==> config.mk <==
export PLATFORM = sky130hd
export DESIGN_NAME = dm_arbiter_flat
export DESIGN_NICKNAME = d
export VERILOG_FILES = /design/src/rtl/dm_arbiter_pkg.sv /design/src/rtl/dm_arbiter_if.sv /design/src/rtl/dm_issue_slot.sv /design/src/rtl/dm_arbiter.sv /design/src/flat_wrapper.sv
export SDC_FILE = /design/constraint.sdc
export NUM_CORES = 1
export LEC_CHECK = 0
export BUFFER_PORTS_ARGS = -buffer_cell sky130_fd_sc_hd__buf_2
export CAP_MARGIN = 20
export CORE_AREA = 2 2 119 121
export DETAILED_ROUTE_END_ITERATION = 7
export DIE_AREA = 0 0 121 123
export PLACE_DENSITY = 0.64
export RECOVER_POWER = 50
export SYNTH_ARGS = -nofsm -noshare
export SYNTH_HDL_FRONTEND = slang
export SYNTH_SLANG_ARGS = --single-unit
==> constraint.sdc <==
create_clock -name clk -period 1.8 [get_ports clk]
set_clock_uncertainty 0.1 [all_clocks]
set_input_delay 0.36 -clock clk [delete_from_list [all_inputs] [get_ports clk]]
set_output_delay 0.36 -clock clk [all_outputs]
set_load 0.005 [all_outputs]
==> src/rtl/dm_arbiter_pkg.sv <==
// rtl/dm_arbiter_pkg.sv - shared codes and types for the data-memory arbiter
package dm_arbiter_pkg;

  // Arbiter FSM states
  typedef enum logic {
    ARB_ARB  = 1'b0,
    ARB_LOCK = 1'b1
  } arb_state_e;

  // Requester that owns a granted access
  typedef enum logic {
    OWN_CPU = 1'b0,
    OWN_DMA = 1'b1
  } owner_e;

  // DMType codes understood by dm (sub-word merge happens there)
  localparam logic [2:0] dm_word              = 3'b000;
  localparam logic [2:0] dm_halfword          = 3'b001;
  localparam logic [2:0] dm_halfword_unsigned = 3'b010;
  localparam logic [2:0] dm_byte              = 3'b011;
  localparam logic [2:0] dm_byte_unsigned     = 3'b100;

  // One granted access as captured into the issue slot
  typedef struct packed {
    owner_e      owner;
    logic        we;
    logic [31:0] addr;
    logic [31:0] wdata;
    logic [2:0]  dtype;
  } dm_req_t;

endpackage

==> src/rtl/dm_arbiter_if.sv <==
// rtl/dm_arbiter_if.sv - CPU, DMA and dm signal bundle around the arbiter
interface dm_arbiter_if;

  logic        cpu_req;
  logic        cpu_we;
  logic [31:0] cpu_addr;
  logic [31:0] cpu_wdata;
  logic [2:0]  cpu_type;
  logic        cpu_gnt;
  logic        cpu_rvalid;
  logic [31:0] cpu_rdata;

  logic        dma_req;
  logic        dma_we;
  logic [31:0] dma_addr;
  logic [31:0] dma_wdata;
  logic [2:0]  dma_type;
  logic        dma_lock;
  logic        dma_gnt;
  logic        dma_rvalid;
  logic [31:0] dma_rdata;

  logic        dm_we;
  logic [31:0] dm_addr;
  logic [31:0] dm_din;
  logic [2:0]  dm_type;
  logic [31:0] dm_dout;

  // Arbiter side
  modport slave (
    input  cpu_req, cpu_we, cpu_addr, cpu_wdata, cpu_type,
    output cpu_gnt, cpu_rvalid, cpu_rdata,
    input  dma_req, dma_we, dma_addr, dma_wdata, dma_type, dma_lock,
    output dma_gnt, dma_rvalid, dma_rdata,
    output dm_we, dm_addr, dm_din, dm_type,
    input  dm_dout
  );

  // Requester / memory side
  modport master (
    output cpu_req, cpu_we, cpu_addr, cpu_wdata, cpu_type,
    input  cpu_gnt, cpu_rvalid, cpu_rdata,
    output dma_req, dma_we, dma_addr, dma_wdata, dma_type, dma_lock,
    input  dma_gnt, dma_rvalid, dma_rdata,
    input  dm_we, dm_addr, dm_din, dm_type,
    output dm_dout
  );

endinterface

==> src/rtl/dm_issue_slot.sv <==
// rtl/dm_issue_slot.sv - registered issue slot driving dm plus owner-tagged response demux
module dm_issue_slot
  import dm_arbiter_pkg::*;
(
  input  logic        clk,
  input  logic        rstn,
  input  logic        i_load,
  input  dm_req_t     i_req,
  input  logic [31:0] i_dm_dout,
  output logic        o_dm_we,
  output logic [31:0] o_dm_addr,
  output logic [31:0] o_dm_din,
  output logic [2:0]  o_dm_type,
  output logic        o_cpu_rvalid,
  output logic [31:0] o_cpu_rdata,
  output logic        o_dma_rvalid,
  output logic [31:0] o_dma_rdata
);

  dm_req_t r_slot;
  logic    r_valid;
  logic    w_live;
  logic    w_load_rsp;

  // Capture a granted access; fields hold their last value while the slot is empty
  always_ff @(posedge clk) begin
    if (!rstn) begin
      r_valid <= 1'b0;
      r_slot  <= '0;
    end else begin
      r_valid <= i_load;
      if (i_load) r_slot <= i_req;
    end
  end

  // Reset low kills an in-flight slot at once so a pending store never commits
  assign w_live     = r_valid & rstn;
  assign w_load_rsp = w_live & ~r_slot.we;

  // Drive dm from the slot and route load data only to the owner
  always_comb begin
    o_dm_we      = w_live & r_slot.we;
    o_dm_addr    = rstn ? r_slot.addr  : 32'd0;
    o_dm_din     = rstn ? r_slot.wdata : 32'd0;
    o_dm_type    = rstn ? r_slot.dtype : 3'd0;
    o_cpu_rvalid = 1'b0;
    o_cpu_rdata  = 32'd0;
    o_dma_rvalid = 1'b0;
    o_dma_rdata  = 32'd0;
    if (w_load_rsp) begin
      if (r_slot.owner == OWN_CPU) begin
        o_cpu_rvalid = 1'b1;
        o_cpu_rdata  = i_dm_dout;
      end else begin
        o_dma_rvalid = 1'b1;
        o_dma_rdata  = i_dm_dout;
      end
    end
  end

endmodule

==> src/rtl/dm_arbiter.sv <==
// rtl/dm_arbiter.sv - round-robin CPU/DMA arbiter for the data memory with burst lock and CPU timeout
module dm_arbiter
  import dm_arbiter_pkg::*;
#(
  parameter int MAX_WAIT = 8,
  parameter int CNT_W    = 4
) (
  input logic          clk,
  input logic          rstn,
  dm_arbiter_if.slave  bus
);

  localparam logic [CNT_W-1:0] W_MAX = CNT_W'(MAX_WAIT);

  arb_state_e       r_state;
  arb_state_e       w_next;
  owner_e           r_last_gnt;
  logic [CNT_W-1:0] r_wait_cnt;
  logic             w_cpu_gnt;
  logic             w_dma_gnt;
  dm_req_t          w_req;

  // State register
  always_ff @(posedge clk) begin
    if (!rstn) r_state <= ARB_ARB;
    else       r_state <= w_next;
  end

  // Grant decision and next state; grants are suppressed while in reset
  always_comb begin
    w_cpu_gnt = 1'b0;
    w_dma_gnt = 1'b0;
    w_next    = r_state;
    case (r_state)
      ARB_ARB: begin
        if (bus.cpu_req && bus.dma_req) begin
          if (r_last_gnt == OWN_DMA) w_cpu_gnt = 1'b1;
          else                       w_dma_gnt = 1'b1;
        end else begin
          w_cpu_gnt = bus.cpu_req;
          w_dma_gnt = bus.dma_req;
        end
        if (w_dma_gnt && bus.dma_lock) w_next = ARB_LOCK;
      end
      ARB_LOCK: begin
        // Starved CPU gets one slot without breaking the burst
        if (r_wait_cnt == W_MAX && bus.cpu_req) w_cpu_gnt = 1'b1;
        else                                     w_dma_gnt = bus.dma_req;
        if (!bus.dma_lock || !bus.dma_req) w_next = ARB_ARB;
      end
      default: w_next = ARB_ARB;
    endcase
    if (!rstn) begin
      w_cpu_gnt = 1'b0;
      w_dma_gnt = 1'b0;
    end
  end

  // Round-robin pointer and CPU wait counter
  always_ff @(posedge clk) begin
    if (!rstn) begin
      r_last_gnt <= OWN_DMA;
      r_wait_cnt <= '0;
    end else begin
      if (w_cpu_gnt)      r_last_gnt <= OWN_CPU;
      else if (w_dma_gnt) r_last_gnt <= OWN_DMA;

      if (r_state == ARB_ARB || w_cpu_gnt)     r_wait_cnt <= '0;
      else if (bus.cpu_req && r_wait_cnt != W_MAX) r_wait_cnt <= r_wait_cnt + 1'b1;
    end
  end

  // Select the granted requester's access fields
  always_comb begin
    if (w_dma_gnt) begin
      w_req.owner = OWN_DMA;
      w_req.we    = bus.dma_we;
      w_req.addr  = bus.dma_addr;
      w_req.wdata = bus.dma_wdata;
      w_req.dtype = bus.dma_type;
    end else begin
      w_req.owner = OWN_CPU;
      w_req.we    = bus.cpu_we;
      w_req.addr  = bus.cpu_addr;
      w_req.wdata = bus.cpu_wdata;
      w_req.dtype = bus.cpu_type;
    end
  end

  assign bus.cpu_gnt = w_cpu_gnt;
  assign bus.dma_gnt = w_dma_gnt;

  dm_issue_slot u_slot (
    .clk          (clk),
    .rstn         (rstn),
    .i_load       (w_cpu_gnt | w_dma_gnt),
    .i_req        (w_req),
    .i_dm_dout    (bus.dm_dout),
    .o_dm_we      (bus.dm_we),
    .o_dm_addr    (bus.dm_addr),
    .o_dm_din     (bus.dm_din),
    .o_dm_type    (bus.dm_type),
    .o_cpu_rvalid (bus.cpu_rvalid),
    .o_cpu_rdata  (bus.cpu_rdata),
    .o_dma_rvalid (bus.dma_rvalid),
    .o_dma_rdata  (bus.dma_rdata)
  );

endmodule

==> src/flat_wrapper.sv <==
// flat-port wrapper written by rule: the top's interface ports become plain ports
module dm_arbiter_flat import dm_arbiter_pkg::*;
#(
  parameter int MAX_WAIT = 8,
  parameter int CNT_W    = 4
)
  (clk, rstn, bus_cpu_req, bus_cpu_we, bus_cpu_addr, bus_cpu_wdata, bus_cpu_type, bus_cpu_gnt, bus_cpu_rvalid, bus_cpu_rdata, bus_dma_req, bus_dma_we, bus_dma_addr, bus_dma_wdata, bus_dma_type, bus_dma_lock, bus_dma_gnt, bus_dma_rvalid, bus_dma_rdata, bus_dm_we, bus_dm_addr, bus_dm_din, bus_dm_type, bus_dm_dout);
  dm_arbiter_if bus_i ();
  input logic clk;
  input logic rstn;
  input wire logic [$bits(bus_i.cpu_req)-1:0] bus_cpu_req;
  input wire logic [$bits(bus_i.cpu_we)-1:0] bus_cpu_we;
  input wire logic [$bits(bus_i.cpu_addr)-1:0] bus_cpu_addr;
  input wire logic [$bits(bus_i.cpu_wdata)-1:0] bus_cpu_wdata;
  input wire logic [$bits(bus_i.cpu_type)-1:0] bus_cpu_type;
  output wire logic [$bits(bus_i.cpu_gnt)-1:0] bus_cpu_gnt;
  output wire logic [$bits(bus_i.cpu_rvalid)-1:0] bus_cpu_rvalid;
  output wire logic [$bits(bus_i.cpu_rdata)-1:0] bus_cpu_rdata;
  input wire logic [$bits(bus_i.dma_req)-1:0] bus_dma_req;
  input wire logic [$bits(bus_i.dma_we)-1:0] bus_dma_we;
  input wire logic [$bits(bus_i.dma_addr)-1:0] bus_dma_addr;
  input wire logic [$bits(bus_i.dma_wdata)-1:0] bus_dma_wdata;
  input wire logic [$bits(bus_i.dma_type)-1:0] bus_dma_type;
  input wire logic [$bits(bus_i.dma_lock)-1:0] bus_dma_lock;
  output wire logic [$bits(bus_i.dma_gnt)-1:0] bus_dma_gnt;
  output wire logic [$bits(bus_i.dma_rvalid)-1:0] bus_dma_rvalid;
  output wire logic [$bits(bus_i.dma_rdata)-1:0] bus_dma_rdata;
  output wire logic [$bits(bus_i.dm_we)-1:0] bus_dm_we;
  output wire logic [$bits(bus_i.dm_addr)-1:0] bus_dm_addr;
  output wire logic [$bits(bus_i.dm_din)-1:0] bus_dm_din;
  output wire logic [$bits(bus_i.dm_type)-1:0] bus_dm_type;
  input wire logic [$bits(bus_i.dm_dout)-1:0] bus_dm_dout;
  assign bus_i.cpu_req = bus_cpu_req;
  assign bus_i.cpu_we = bus_cpu_we;
  assign bus_i.cpu_addr = bus_cpu_addr;
  assign bus_i.cpu_wdata = bus_cpu_wdata;
  assign bus_i.cpu_type = bus_cpu_type;
  assign bus_cpu_gnt = bus_i.cpu_gnt;
  assign bus_cpu_rvalid = bus_i.cpu_rvalid;
  assign bus_cpu_rdata = bus_i.cpu_rdata;
  assign bus_i.dma_req = bus_dma_req;
  assign bus_i.dma_we = bus_dma_we;
  assign bus_i.dma_addr = bus_dma_addr;
  assign bus_i.dma_wdata = bus_dma_wdata;
  assign bus_i.dma_type = bus_dma_type;
  assign bus_i.dma_lock = bus_dma_lock;
  assign bus_dma_gnt = bus_i.dma_gnt;
  assign bus_dma_rvalid = bus_i.dma_rvalid;
  assign bus_dma_rdata = bus_i.dma_rdata;
  assign bus_dm_we = bus_i.dm_we;
  assign bus_dm_addr = bus_i.dm_addr;
  assign bus_dm_din = bus_i.dm_din;
  assign bus_dm_type = bus_i.dm_type;
  assign bus_i.dm_dout = bus_dm_dout;
  dm_arbiter #(.MAX_WAIT(MAX_WAIT), .CNT_W(CNT_W)) u_core (.clk(clk), .rstn(rstn), .bus(bus_i));
endmodule
# After elaboration in Yosys (flattened, before gate mapping)
# Cells that the tools add are included.
# classes
add_sub_neg	1
eq_ne	2
n_mux	28
n_reduce_logical	10
multipliers	0
shifts	0
order_cmp	0
div	0
n_bitwise	7
# op_table
op	n
32-bit 2-to-1 mux	6
69-bit 2-to-1 mux	1
1-bit 2-to-1 mux	17
1-bit case mux with 2 select lines	3
4-bit by 1-bit adder with 4-bit output (second input constant)	1
4-bit == test (second input constant)	1
1-bit logical AND	4
4-bit != test (second input constant)	1
1-bit bitwise AND	3
3-bit 2-to-1 mux	1
1-bit NOT	3
1-bit logical NOT	2
1-bit logical OR	2
2-bit nonzero test	1
2-bit OR reduction	1
1-bit bitwise OR	1
# totals
in_bits	173
out_inout_bits	136
mem_bits_rw	0
latchBits	0
elab_cells	57
mem_count	0
mem_bits_ro	0
register_bits	76

# Depth between registers and ports, before layout
# Gate-level depths: netlist of run 1.
# depth
depth_word	7
depth_mapped	9
depth_no_buf	7

# Modules after synthesis
# Synthesis of run 1 repeated with hierarchy kept, for this count alone.
# unflattened
hier_cells	534
hier_area_um2	5109.9
# by_module_without_submodules
module	instances	cells_per_inst	seq_area_each_um2	area_each_um2
dm_issue_slot	1	417	1401.3	3878.7
dm_arbiter	1	117	120.1	1231.2

# Worst setup path before layout of run 1
# Ideal clock, no wire load.
# synth_timing
path_type	in2out
from	in rstn
to	out bus_dma_rdata[22]
slack_ns	0.141
arrival_time_ns	1.199
path_buffers	1
stages	4
t_required_ns	1.340
cell_sequence	nand2_1 nor3b_1 clkbuf_1 and2_1
# synth_between
elab_chain_cells	3
# synth_rtl
item	line_no	source
start: declaration	flat_wrapper.sv:10	input logic rstn;
1-bit bitwise AND	dm_issue_slot.sv:37	assign w_live = r_valid & rstn;
1-bit bitwise AND	dm_issue_slot.sv:38	assign w_load_rsp = w_live & ~r_slot.we;
32-bit 2-to-1 mux	dm_issue_slot.sv:50	if (w_load_rsp) begin
end: declaration	flat_wrapper.sv:27	output wire logic [$bits(bus_i.dma_rdata)-1:0] bus_dma_rdata;
# Every way passes these cells.

# Worst setup path after layout of run 1
# layout_timing
from	reg u_core.u_slot.r_valid
to	out bus_cpu_rdata[9]
# layout_between
elab_chain_cells	3
# layout_rtl
item	line_no	source
start: declaration	dm_issue_slot.sv:21	logic r_valid;
start signal: assignment	dm_issue_slot.sv:31	r_valid <= i_load;
1-bit bitwise AND	dm_issue_slot.sv:37	
1-bit bitwise AND	dm_issue_slot.sv:38	
32-bit 2-to-1 mux	dm_issue_slot.sv:50	
end: declaration	flat_wrapper.sv:18	output wire logic [$bits(bus_i.cpu_rdata)-1:0] bus_cpu_rdata;
# Every way passes these cells.

==> results.json, run 1 <==
{
  "fill_cells": 1312,
  "synth_top_cells_by_count": "nand2_1, and2_1, dfxtp_1",
  "cp_common_cell": "buf_12",
  "power.density_nw_per_um2": 695,
  "endpoint_kind": "output pin",
  "async_flop_share_pct": 0,
  "grt.overflow.total": 0,
  "fin_crit_sh_pct": 111,
  "hp-class": "input pin to flop",
  "yosysMostFrequentCell": "nand2_1",
  "syn_nets": 737,
  "totalWireLength_mm": 18.1,
  "design_area_um2": 7620,
  "required_ns": 1.34,
  "die_w_um": 121,
  "clk_path_buf_depth": 2,
  "dieArea_um2": 14900,
  "post-dp-hpwl_mm": 11.1,
  "synthDistinctLibCells": 28,
  "worstMarginPinSlew_ns": 0.423,
  "dr_total_vias": 5161,
  "crit_type": "flop to output pin",
  "rsz0062_at_grt": "yes",
  "synth_top_area_cell": "dfxtp_1",
  "clock.fmax_mhz": 499,
  "final_cells": 1110,
  "irDropWorstVdd_uv": 358,
  "cts_tree": "built",
  "synth_edf_count": 0,
  "drtAntennaViolNets": 0,
  "min_period_ns": 2.00,
  "drive_above_1_share_pct": 54.0,
  "placed_area_um2": 6090,
  "synth_top_cell_area_share_pct": 37.9,
  "gr-usage-all-layers_pct": 20.0,
  "outcome": "finished, violations left",
  "drc": 0,
  "start_kind": "flop",
  "core-area_um2": 13600,
  "grt_start_max_net_pins": 49,
  "failed_checks": "negative setup slack",
  "final_hold_viol_count": 0,
  "crit_chain": "nand2_4 -> buf_6 -> nor3_4 -> buf_12 -> buf_12 -> and2_1 -> buf_2",
  "synth_area_leaders": "dfxtp_1, and2_1, nand2_1, a31oi_1, nor2_1",
  "mappedNetlistArea_um2": 4020,
  "placementRows": 43,
  "area_delta_synth_final_pct": 89.8,
  "grt_pass1_vias": 4392,
  "seq_area_frac_synth_pct": 37.9,
  "power_uw": 5300,
  "crit_buf_inv": 4,
  "tns_ns": -9.70,
  "wl_per_cell_um": 16.3,
  "worstPathMaxFanout": 17,
  "leakage_uw": 0.00394,
  "path_clk_slew_ns": 0.06,
  "die_h_um": 123,
  "synth_cells": 562,
  "finalNetCount": 1099,
  "place.gp.congestion": 0.812,
  "htree_levels": 3,
  "worst_ep_arrival_time_ns": 1.54,
  "slowest_delay_ns": 0.35,
  "synth_top_flop_cell": "dfxtp_1",
  "drt_iter0_drc": 181,
  "ys_seq_elements": 76,
  "worst_slack_ns": -0.204,
  "grt_pass1_wl_mm": 22.7,
  "cts_buffers": 9,
  "io_pins": 309,
  "placedCellCount": 1057,
  "cpMaxStageDelayCell": "dfxtp_2",
  "cts_hold_buf": 0,
  "start_util_pct": 29.5,
  "antenna_found_initial": 4,
  "max_slew_margin_pct": 71.8,
  "clkSinkCount": 76,
  "slew_violations": 0,
  "yosysWarnings": 0,
  "avgSynthCellArea_um2": 7.14,
  "clock-root-buffer": "clkbuf_16",
  "worst_hold_slack_ns": 0.166,
  "via_per_inst": 4.65,
  "portBuffers": 308,
  "dr.pass1.iters": 4,
  "clk_latency_ns": 0.33,
  "drv_cap": 0,
  "finalSetupViolations": 88,
  "cp_top_family": "buffers and inverters"
}
worst paths after layout:
kind | start | cells after the start | slack, ns | end
setup / recovery | u_core.u_slot.r_valid | 7 | -0.20 | bus_cpu_rdata[9]
hold / removal | bus_cpu_addr[8] | 3 | 0.17 | u_core.u_slot.r_slot[43]
setup reg to reg | u_core.r_wait_cnt[1] | 9 | -0.05 | u_core.u_slot.r_slot[7]
hold reg to reg | u_core.r_last_gnt | 2 | 0.44 | u_core.r_last_gnt
sequential cells by signal (all words and copies together) (netlist names):
name                   count
u_core.u_slot.r_slot      69
u_core.r_wait_cnt          4
u_core.r_last_gnt          1
u_core.r_state             1
u_core.u_slot.r_valid      1
layout by cell type, fill, tap and decap left out, types with 3 or more instances in the layout:
| cell type | n |
|---|---|
| a31oi_1 | 66 |
| a31oi_4 | 4 |
| and2_1 | 121 |
| and2_4 | 12 |
| buf_12 | 16 |
| buf_16 | 4 |
| buf_2 | 295 |
| buf_4 | 42 |
| buf_6 | 20 |
| clkbuf_16 | 25 |
| clkinv_2 | 3 |
| clkinvlp_4 | 3 |
| dfxtp_1 | 71 |
| dfxtp_2 | 5 |
| nand2_1 | 79 |
| nand2_2 | 29 |
| nand2_4 | 30 |
| nor2_1 | 69 |
| nor2_2 | 4 |
| o21ai_0 | 4 |
metrics by stage:
step           utilization [%]  setup slack [ns]
3_5_place_dp              44.7           -0.0749
5_1_grt                   56.0            -0.259
6_report                  56.0            -0.204
4_1_cts                   49.2            -0.160
2_1_floorplan                -             0.141
3_3_place_gp              44.7           -0.0320
kinds of logic (layout without fill, tap and decap cells):
kind of cell | Yosys count | in the layout | share of synthesized area [%]
AND/OR/NAND/NOR | 352 | 352 | 41.9
AO/OA/AOI/OAI | 80 | 80 | 12.8
flip-flops | 76 | 76 | 37.9
buffers and inverters | 49 | 416 | 6.17
XOR/XNOR | 3 | 3 | 0.655
adder cells (fa/ha/maj) | 2 | 2 | 0.623
other | 0 | 1 | 0
per-layer routing:
metal  GRT usage [%]  share of wire (%)
met5               0                  0
met4            6.98                3.0
met3            5.03                8.0
met2            35.8                 51
met1            23.1                 38
power breakdown:
part | leakage (uW) | switching, uW | internal (uW)
clock | 0.000137 | 744 | 1070
sequential | 0.000639 | 43.4 | 1880
combinational | 0.00317 | 723 | 845
total | 0.00394 | 1510 | 3790
what timing repair did:
action	4_1_cts	5_1_grt
gates cloned	5	19
pin swaps	4	130
endpoints found under the setup margin	89	139
setup buffers	10	5
resized for setup	37	128
tightest hold or removal path: cells and delay by family:
kind	cells	cell delay [ns]
AND/OR/NAND/NOR	1	0.04
AO/OA/AOI/OAI	1	0.06
buffers and inverters	1	0.10
layout make-up:
cell class,instances,area (um2),share of cell area [%]
inverter,5,23.8,0.312
clock buffer,9,225,2.96
timing repair buffer,395,2880,37.8
tap,180,225,2.96
antenna,1,2.50,0.0328
multi-input combinational,437,2670,35.0
sequential,76,1530,20.0
clock inverter,7,67.6,0.887
Power figures use the tool's default switching activity.
==> run 2: changes to the inputs <==
MAX_ROUTING_LAYER = met4   (was default)
==> run 2 against run 1 <==
- the flow still finishes with violations (negative setup slack)
- worst hold slack got worse by 0.00054 ns
- routed wire length is 0.28% lower
- non-clock buffer count is the same
- sequential power about the same
- via count about the same
- final cell count unchanged
- total power increased by 0.19%
- combinational power hardly changed
==> results.json, run 2 (synthesis gave the netlist of run 1 again) <==
{
  "path_clk_slew_ns": 0.06,
  "wl_per_cell_um": 16.3,
  "clock.fmax_mhz": 499,
  "startpoint": "u_core.u_slot.r_valid",
  "placedCellCount": 1057,
  "final_hold_viol_count": 0,
  "fin_crit_sh_pct": 111,
  "grt_pass1_wl_mm": 22.7,
  "area_delta_synth_final_pct": 90.0,
  "tns_ns": -9.82,
  "min_period_ns": 2.00,
  "cp_common_cell": "buf_12",
  "r2r-start": "u_core.r_wait_cnt[1]",
  "post-dp-hpwl_mm": 11.1,
  "power_uw": 5310,
  "grt.overflow.total": 0,
  "cp_top_family": "buffers and inverters",
  "required_ns": 1.34,
  "final_cell_mix": "buf_2, and2_1, nand2_1",
  "dr_total_vias": 5159,
  "largest_reg_flops": 69,
  "design_area_um2": 7630,
  "worstPathMaxFanout": 17,
  "rrSetupSlack_ns": -0.07,
  "clk_path_buf_depth": 2,
  "cpMaxStageDelayCell": "dfxtp_2",
  "drtAntennaViolNets": 0,
  "die_h_um": 123,
  "start_kind": "flop",
  "endpoint_kind": "output pin",
  "drc": 0,
  "top_regs": "u_core.u_slot.r_slot (69), u_core.r_wait_cnt (4)",
  "worst_slack_ns": -0.203,
  "drive_above_1_share_pct": 54.3,
  "max_slew_margin_pct": 72.8,
  "grt_pass1_vias": 4397,
  "grt_start_max_net_pins": 49,
  "dr.pass1.iters": 5,
  "cts_buffers": 9,
  "final_cells": 1110,
  "antenna_found_initial": 4,
  "finalNetCount": 1099,
  "placed_area_um2": 6090,
  "clock-root-buffer": "clkbuf_16",
  "totalWireLength_mm": 18.1,
  "gr-usage-all-layers_pct": 20.6,
  "power.density_nw_per_um2": 696,
  "via_per_inst": 4.65,
  "wl_met2_mm": 9.18,
  "slowest_delay_ns": 0.35,
  "met1_length_mm": 7.00,
  "io_pins": 309,
  "rsz0062_at_grt": "yes",
  "clk_latency_ns": 0.33,
  "place.gp.congestion": 0.824,
  "leakage_uw": 0.00394,
  "die_w_um": 121,
  "clkSinkCount": 76,
  "drv_cap": 0,
  "htree_levels": 3,
  "dieArea_um2": 14900,
  "drt_iter0_drc": 202,
  "layout_commonest_cell": "buf_2",
  "min_from": "bus_cpu_addr[8]",
  "topRoutingLayerUsed": "met4",
  "finalSetupViolations": 87,
  "outcome": "finished, violations left",
  "cts_tree": "built",
  "core-area_um2": 13600,
  "irDropWorstVdd_uv": 356,
  "hp-class": "input pin to flop",
  "start_util_pct": 29.5,
  "crit_buf_inv": 4,
  "crit_type": "flop to output pin",
  "slew_violations": 0,
  "crit_chain": "nand2_4 -> buf_6 -> nor3_4 -> buf_12 -> buf_12 -> and2_1 -> buf_2",
  "placementRows": 43,
  "dr_wl_met3_mm": 1.35,
  "portBuffers": 308,
  "top_register": "u_core.u_slot.r_slot",
  "failed_checks": "negative setup slack",
  "worstMarginPinSlew_ns": 0.408,
  "worst_ep_arrival_time_ns": 1.54
}
## run 2: cell counts in the layout (fill, tap and decap cells not counted)
Identical to the previous run, type by type.
## run 2: what timing repair did
item                       CTS  global route
pin swaps                    4           131
hold endpoints to repair     0             0
hold buffers                 0             0
setup buffers               10             5
cloned                       5            19
setup endpoints to repair   89           139
resized for setup           37           131
## run 2: cell type report
cell class / count / area [um2]
fillers: 1312 / 5980
repair buffers: 395 / 2880
multi-input cells: 437 / 2680
flip-flops and latches: 76 / 1530
clock buffers: 9 / 225
well taps: 180 / 225
clock inverters: 7 / 67.6
inverters: 5 / 23.8
diodes: 1 / 2.50
## run 2: routing by layer
layer / GRT usage [%] / vias to the layer above
met1: 23.5 / 2324
met5: - / -
li1: - / 2559
met2: 35.8 / 238
met4: 6.98 / 0
met3: 4.43 / 38
## run 2: final timing paths
check	end	cells after the start
hold reg to reg	u_core.r_last_gnt	2
setup / recovery	bus_cpu_rdata[9]	7
setup reg to reg	u_core.u_slot.r_slot[7]	9
hold / removal	u_core.u_slot.r_slot[43]	3
## run 2: power breakdown
| part | switching (uW) | internal (uW) | leakage [uW] | total, uW |
|---|---|---|---|---|
| Combinational | 724 | 846 | 0.00317 | 1570 |
| Sequential | 42.7 | 1880 | 0.000639 | 1920 |
| Clock | 752 | 1070 | 0.000137 | 1820 |
## run 2: worst register-to-register path, stage by stage (launching register included)
cell and delay [ns]:
dfxtp_2 0.32, inv_2 0.07, ha_4 0.13, nand4b_1 0.15
a31oi_4 0.30, buf_6 0.15, buf_12 0.16, clkbuf_16 0.20
nand2_2 0.05, a31oi_1 0.16
## run 2: through the flow
step                utilization [%]  hold slack, ns  worst slack [ns]
global route                   56.0           0.168            -0.259
floorplan                         -           0.389             0.141
detailed placement             44.7           0.420           -0.0749
global placement               44.7           0.418           -0.0320
CTS                            49.2           0.154            -0.160
finish                         56.0           0.166            -0.203
